File: config.mk
export PLATFORM = sky130hd
export DESIGN_NAME = hilo_muldiv_unit
export DESIGN_NICKNAME = d
export VERILOG_FILES = /design/src/rtl/hilo_muldiv_unit.sv
export SDC_FILE = /design/constraint.sdc
export NUM_CORES = 1
export LEC_CHECK = 0
export CORE_MARGIN = 2
export CORE_UTILIZATION = 30
export CTS_CLUSTER_SIZE = 25
export DETAILED_ROUTE_END_ITERATION = 8
export SKIP_LAST_GASP = 1
export SYNTH_ARGS = -nofsm -noshare
export SYNTH_HDL_FRONTEND = slang
export SYNTH_SLANG_ARGS = --single-unit
File: constraint.sdc
create_clock -name clk_i -period 3.2 [get_ports clk_i]
set_input_delay 0.64 -clock clk_i [delete_from_list [all_inputs] [get_ports clk_i]]
set_output_delay 0.64 -clock clk_i [all_outputs]
set_load 0.02 [all_outputs]
File: src/rtl/hilo_muldiv_unit.sv
// HI/LO register owner: MULT/MULTU capture, MTHI/MTLO, 32-step restoring DIV/DIVU.
// Optional HILO_BYPASS_EN: hi_o/lo_o forward the value being written this cycle.
module hilo_muldiv_unit #(
    parameter int DIV_CYCLES = 32
) (
    input  logic        clk_i,
    input  logic        rst_n_i,
    input  logic        valid_i,
    input  logic [4:0]  aluop_i,
    input  logic [31:0] src0_i,
    input  logic [31:0] src1_i,
    input  logic [63:0] aluout_i,
    input  logic        mthi_i,
    input  logic        mtlo_i,
    input  logic        flush_i,
    output logic [31:0] hi_o,
    output logic [31:0] lo_o,
    output logic        busy_o,
    output logic        done_o
);

    localparam logic [4:0] ALUOP_MULT  = 5'h10;
    localparam logic [4:0] ALUOP_MULTU = 5'h11;
    localparam logic [4:0] ALUOP_DIV   = 5'h12;
    localparam logic [4:0] ALUOP_DIVU  = 5'h13;

    localparam logic [1:0] S_IDLE    = 2'd0;
    localparam logic [1:0] S_DIV_RUN = 2'd1;
    localparam logic [1:0] S_DIV_FIX = 2'd2;

    logic [1:0]  state_q, state_d;
    logic [4:0]  cnt_q, cnt_d;
    logic [31:0] dvd_q, dvd_d;
    logic [31:0] rem_q, rem_d;
    logic [31:0] dvs_q, dvs_d;
    logic        qs_q, qs_d;
    logic        rs_q, rs_d;
    logic        dz_q, dz_d;
    logic [31:0] hi_q, hi_d;
    logic [31:0] lo_q, lo_d;

    logic        is_mul, is_div, is_sdiv, accept;
    logic [32:0] shifted, diff;
    logic [31:0] abs0, abs1;

    assign is_mul  = (aluop_i == ALUOP_MULT) | (aluop_i == ALUOP_MULTU);
    assign is_div  = (aluop_i == ALUOP_DIV) | (aluop_i == ALUOP_DIVU);
    assign is_sdiv = (aluop_i == ALUOP_DIV);
    assign accept  = valid_i & (state_q == S_IDLE) & ~flush_i;

    assign abs0 = src0_i[31] ? -src0_i : src0_i;
    assign abs1 = src1_i[31] ? -src1_i : src1_i;

    // 33-bit partial remainder so divisors >= 2^31 compare correctly
    assign shifted = {rem_q, dvd_q[31]};
    assign diff    = shifted - {1'b0, dvs_q};

    always_comb begin
        state_d = state_q;
        cnt_d   = cnt_q;
        dvd_d   = dvd_q;
        rem_d   = rem_q;
        dvs_d   = dvs_q;
        qs_d    = qs_q;
        rs_d    = rs_q;
        dz_d    = dz_q;
        hi_d    = hi_q;
        lo_d    = lo_q;
        unique case (state_q)
            S_DIV_RUN: begin
                if (flush_i) begin
                    state_d = S_IDLE;
                end else begin
                    if (!diff[32]) begin
                        rem_d = diff[31:0];
                        dvd_d = {dvd_q[30:0], 1'b1};
                    end else begin
                        rem_d = shifted[31:0];
                        dvd_d = {dvd_q[30:0], 1'b0};
                    end
                    cnt_d = cnt_q - 5'd1;
                    if (cnt_q == 5'd0) state_d = S_DIV_FIX;
                end
            end
            S_DIV_FIX: begin
                state_d = S_IDLE;
                if (!flush_i) begin
                    // divide by zero leaves the quotient un-negated
                    lo_d = dz_q ? 32'hFFFF_FFFF : (qs_q ? -dvd_q : dvd_q);
                    hi_d = rs_q ? -rem_q : rem_q;
                end
            end
            default: begin
                if (accept) begin
                    if (is_mul) begin
                        hi_d = aluout_i[63:32];
                        lo_d = aluout_i[31:0];
                    end else if (is_div) begin
                        state_d = S_DIV_RUN;
                        cnt_d   = 5'(DIV_CYCLES - 1);
                        rem_d   = 32'd0;
                        dz_d    = (src1_i == 32'd0);
                        dvd_d   = is_sdiv ? abs0 : src0_i;
                        dvs_d   = is_sdiv ? abs1 : src1_i;
                        qs_d    = is_sdiv & (src0_i[31] ^ src1_i[31]);
                        rs_d    = is_sdiv & src0_i[31];
                    end else begin
                        if (mthi_i) hi_d = src0_i;
                        if (mtlo_i) lo_d = src0_i;
                    end
                end
            end
        endcase
    end

    always_ff @(posedge clk_i or negedge rst_n_i) begin
        if (!rst_n_i) begin
            state_q <= S_IDLE;
            cnt_q   <= 5'd0;
            dvd_q   <= 32'd0;
            rem_q   <= 32'd0;
            dvs_q   <= 32'd0;
            qs_q    <= 1'b0;
            rs_q    <= 1'b0;
            dz_q    <= 1'b0;
            hi_q    <= 32'd0;
            lo_q    <= 32'd0;
        end else begin
            state_q <= state_d;
            cnt_q   <= cnt_d;
            dvd_q   <= dvd_d;
            rem_q   <= rem_d;
            dvs_q   <= dvs_d;
            qs_q    <= qs_d;
            rs_q    <= rs_d;
            dz_q    <= dz_d;
            hi_q    <= hi_d;
            lo_q    <= lo_d;
        end
    end

    assign busy_o = (state_q != S_IDLE)
                  | (valid_i & (state_q == S_IDLE) & is_div);
    assign done_o = (state_q == S_DIV_FIX) & ~flush_i;

`ifdef HILO_BYPASS_EN
    assign hi_o = hi_d;
    assign lo_o = lo_d;
`else
    assign hi_o = hi_q;
    assign lo_o = lo_q;
`endif

endmodule

Yosys cells after proc, flatten, opt, wreduce, memory -nomap -nowiden:

Cells that the tools add are included.

* add/sub/neg operators: 6
* equal/unequal tests: 12
* mux-type cells: 42
* bitwise gates (word level): 15
* reduce and logical (&&, ||, !) cells: 17

Operators with widths (count)
* two-way mux 32 bit: 26
* one-hot mux 32 bit (2 select lines): 4
* negation 32 bit: 4
* subtractor 33 x 32 -> 33 bit: 1
* logical NOT 32 bit: 1
* == test 5 bit, second input constant: 4
* two-way mux 5 bit: 4
* AND reduction 5 bit: 3
* nonzero test 3 bit: 4
* two-way mux 2 bit: 5
* one-hot mux 5 bit (2 select lines): 1
* AND reduction 4 bit: 2
* nonzero test 2 bit: 4
* bitwise AND 1 bit: 6
* logical NOT 5 bit: 1
* inverter 1 bit: 5
* subtractor 5 x 1 -> 5 bit, second input constant: 1
* != test 2 bit, second input constant: 2
* one-hot mux 2 bit (2 select lines): 1
* != test 3 x 1 -> 1 bit, second input constant: 1
* != test 3 x 2 -> 1 bit, second input constant: 1
* != test 3 bit, second input constant: 1
* OR 1 bit: 3
* == test 2 x 1 -> 1 bit, second input constant: 1
* 6 further kinds: 6

* flip-flop bits (word level): 170
* input port bits: 139
* word-level logic and storage cells: 102

Depth between registers and ports, before layout:

Gate-level depths: netlist (run 1).

* depth in word-level cells: 7
* depth in mapped cells: 14
* gate-level depth less buffers: 13

Worst setup path after synthesis (run 1):

OpenSTA, ideal clock, no wires.

* path kind: reg-to-reg
* start point: reg rem_q[14]
* end point: reg rem_q[30]
* library setup time: 0.131 ns
* data arrival time: 2.549 ns
* required time: 3.069 ns
* slack: 0.520 ns
* cell stages (with the launch flop): 12
* period minus slack after synthesis: 2.680 ns
* cell sequence: dfrtp_1 ha_1 a21oi_1 o21ai_0 a221oi_1 and3_1 nor2_1 a31oi_1 o21ai_0 or3_1 nand4b_1 o211ai_1

* word-level cells in the longest chain between the ends: 4

Ends and longest elaborated chain
* from (decl): RTL line 34 `logic [31:0] rem_q, rem_d;`
* from (signal assigned): RTL line 132 `rem_q <= rem_d;`
* subtractor 33 x 32 -> 33 bit: RTL line 56 `assign diff = shifted - {1'b0, dvs_q};`
* two-way mux 32 bit: RTL line 74 `if (!diff[32]) begin`
* two-way mux 32 bit: RTL line 71 `if (flush_i) begin`
* one-hot mux 32 bit (2 select lines): RTL line 69 `unique case (state_q)`

Every way passes these cells. The select of a mux whose other input is x is not followed.
A chain may end at the register's enable or synchronous reset.

Worst setup path after layout (run 1):

* start point: reg rem_q[14]
* end point: reg rem_q[20]

The elaborated chain is that of the path after synthesis.

==> flow_summary.json, run 1 <==
{
  "htreeDepth": 4,
  "syn_area_mm2": 0.0122,
  "fmax_ghz": 0.325,
  "worst-setup-path-type": "flop to flop",
  "syn_to_final_growth_pct": 32.1,
  "crit_path_frequent_cell": "o21ai_0",
  "dpl_cell_area_mm2": 0.0155,
  "cts_tree": "built",
  "yosys.area.top_type": "dfrtp_1",
  "port_buffers": 204,
  "clk_latency_ns": 0.44,
  "critical_path_arrival_ns": 3.39,
  "ir_drop_v": 0.000360,
  "hold_violations": 0,
  "drtAntennaViolNets": 0,
  "sequentialPowerShare_pct": 27.9,
  "vias_per_cell": 5.24,
  "cts_sinks": 170,
  "multi_input_comb_area_mm2": 0.00746,
  "finalCriticalPeriod_ns": 3.08,
  "setup_tns_ns": 0,
  "final_common_cell": "nand2_1",
  "slew_violations": 0,
  "final.setup_skew_ns": 0.0139,
  "yosysWarningCount": 0,
  "grt_pass1_wl_mm": 67.1,
  "dpl.hpwl_mm": 33.8,
  "grt_use_total_pct": 20.5,
  "drc": 0,
  "first_global_vias": 11676,
  "globalRoute.totalOverflow": 0,
  "p_sw_mw": 6.34,
  "ys_ff_latch": 170,
  "hold_class": "input pin to asynchronous set/reset pin",
  "synth-edff-count": 0,
  "fin_area_mm2": 0.0161,
  "slew_headroom_pct": 49.2,
  "fin_util_pct": 40.4,
  "die_y_um": 206,
  "async_reset_ff_share_pct": 100,
  "ctsHoldBuffers": 0,
  "cap_viol_max_count": 0,
  "gp_congestion": 0.914,
  "dieArea_mm2": 0.0423,
  "vias": 12170,
  "setup-violations-final": 0,
  "yosys-top-cells-area": "dfrtp_1 35%, nand2_1 7.6%, a21oi_1 7.1%",
  "swShare_pct": 44.3,
  "antenna_found_initial": 2,
  "final_cell_mix": "248 x nand2_1, 203 x clkdlybuf4s50_1, 172 x a21oi_1",
  "num-fill-cells": 4071,
  "drive_above_1_share_pct": 9.30,
  "syn-num-nets": 1722,
  "gr-max-usage-layer": "met2",
  "initial_core_util_pct": 30.6,
  "worstMarginPinSlew_ns": 0.762,
  "synth_cell_types": 64,
  "fp.dieW_um": 206,
  "synthCells": 1541,
  "leakage_nw": 6.73,
  "regArea_mm2": 0.00425,
  "synth_top_area_share_pct": 34.8,
  "cts_made_buffers": 17,
  "slowest_stage": "dfrtp_1",
  "fin_nets": 1964,
  "dr.pass1.iters": 7,
  "crit_chain": "ha_1, a21oi_1, o21ai_0, a221oi_1, buf_4, nand3_1, a21oi_4, nand4b_1, buf_4, o211ai_2, buf_4, o21ai_0, o21ai_0, o21ai_0",
  "synth.avg_cell_area_um2": 7.93,
  "critPathMaxFanout": 5,
  "setup.worst_path.end_class": "flop",
  "pwr-share-comb_pct": 57.4,
  "avgRoutedWirePerCell_um": 18.8,
  "ys.flop_type": "dfrtp_1",
  "p_int_mw": 7.97,
  "critPathMaxStageDelay_ns": 0.41,
  "clockBufferDepth": 2,
  "grtUsageMet1_pct": 28.5,
  "wl_mm": 43.8,
  "ys_seq_area_share_pct": 34.8,
  "grt_use_met2_pct": 32.4,
  "power_density_mw_per_mm2": 887,
  "groute.layer.met3.usage_pct": 2.88,
  "core-area_mm2": 0.0399,
  "startpoint_type": "flop",
  "rows": 73,
  "grt_start_max_net_pins": 74,
  "fin_crit_sh_pct": 96.3,
  "clockPowerShare_pct": 14.8,
  "first_iter_violations": 783,
  "top_level_ports": 205,
  "worstPathRequired_ns": 3.51,
  "p_total_mw": 14.3,
  "clk_pin_slew_ns": 0.07,
  "run_status": "complete, no violations",
  "cts_root_buf": "clkbuf_16"
}
power groups by stage:
stage / combinational, mW / clock [mW] / sequential (mW)
after global placement: 7.86 / 0 / 3.98
after global routing: 9.01 / 2.22 / 4.11
final: 8.21 / 2.11 / 3.99
after floorplan: 4.56 / 0 / 4.26
after CTS: 8.02 / 2.14 / 3.97
after detailed placement: 7.98 / 0 / 4.01
registers in the layout (all words and copies together) (netlist names):
register  flops
dvd_q        32
dvs_q        32
hi_o         32
lo_o         32
rem_q        32
cnt_q         5
state_q       2
dz_q          1
qs_q          1
rs_q          1
through the flow:
stage	setup WS, ns	hold WS [ns]	std cells
after floorplan	0.520	0.344	1541
after global placement	-0.0979	0.462	2281
after detailed placement	-0.0514	0.465	2281
after CTS	0.0250	0.230	2313
after global routing	-0.0349	0.248	2321
final	0.120	0.197	2322
final timing paths:
| check | start | to | slack, ns | depth (start not counted) |
|---|---|---|---|---|
| min in group clk_i | lo_o[19] | lo_o[19] | 0.48 | 1 |
| min | rst_n_i | lo_o[16] | 0.20 | 1 |
| min reg2reg | lo_o[19] | lo_o[19] | 0.48 | 1 |
| max in group asynchronous | rst_n_i | rem_q[14] | 2.18 | 2 |
| max reg2reg | rem_q[14] | rem_q[20] | 0.12 | 14 |
| max | rem_q[14] | rem_q[20] | 0.12 | 14 |
cells in the mapped netlist (all sizes together), types with 15 or more instances:
cell type / number
nand2b: 16
o21ai: 155
a221oi: 27
xor2: 66
nand2: 249
ha: 41
dfrtp: 170
o31ai: 19
inv: 63
nor2: 104
buf: 15
mux2i: 25
clkbuf: 75
xnor2: 77
nand3: 21
a21o: 37
o22ai: 31
nor3: 23
a21oi: 173
worst max-delay path, delay by kind of cell (launching register included):
kind	cells	cell delay, ns
buffers and inverters	3	0.53
flip-flops	1	0.41
adder cells (fa/ha/maj)	1	0.35
AND/OR/NAND/NOR	2	0.35
AO/OA/AOI/OAI	8	1.29
cell families (layout without fill, tap and decap cells):
logic type | after synthesis | in the layout | synth area share, %
buffers and inverters | 153 | 407 | 4.82
adders and majority gates | 42 | 42 | 4.36
and+or+nand+nor | 491 | 491 | 18.1
DFF | 170 | 170 | 34.8
xor gates and xnor gates | 143 | 143 | 10.3
muxes | 27 | 27 | 2.23
other | 0 | 1 | 0
AOI/OAI and AO/OA | 515 | 516 | 25.4
metal layers:
| metal | wire (um) | part of all wire, % | up-vias |
|---|---|---|---|
| li1 | - | - | 5943 |
| met1 | 19900 | 45 | 5744 |
| met2 | 19800 | 45 | 417 |
| met3 | 2850 | 6.5 | 64 |
| met4 | 1290 | 2.9 | 2 |
| met5 | 9 | 0.021 | - |
layout make-up:
| cell class | count | share of cell area, % |
|---|---|---|
| antenna | 1 | 0.0155 |
| clock buffer | 20 | 2.89 |
| sequential | 170 | 26.4 |
| inverter | 63 | 1.47 |
| timing repair buffer | 312 | 18.2 |
| multi-input combinational | 1219 | 46.3 |
| tap | 525 | 4.07 |
| clock inverter | 12 | 0.721 |
repair_timing:
item,4_1_cts,5_1_grt
buffers inserted,0,7
endpoints found under the setup margin,0,31
resized for setup,0,3
(Power assumes the default switching activity.)
==> run 2, diff against run 1 <==
--- a/config.mk
+++ b/config.mk
@@ -10,6 +10,7 @@
 export CTS_CLUSTER_SIZE = 25
 export DETAILED_ROUTE_END_ITERATION = 8
 export SKIP_LAST_GASP = 1
+export SLEW_MARGIN = 10
 export SYNTH_ARGS = -nofsm -noshare
 export SYNTH_HDL_FRONTEND = slang
 export SYNTH_SLANG_ARGS = --single-unit
==> results of run 2 <==
No change in the layout: final DEF, timing and power equal those of run 1.
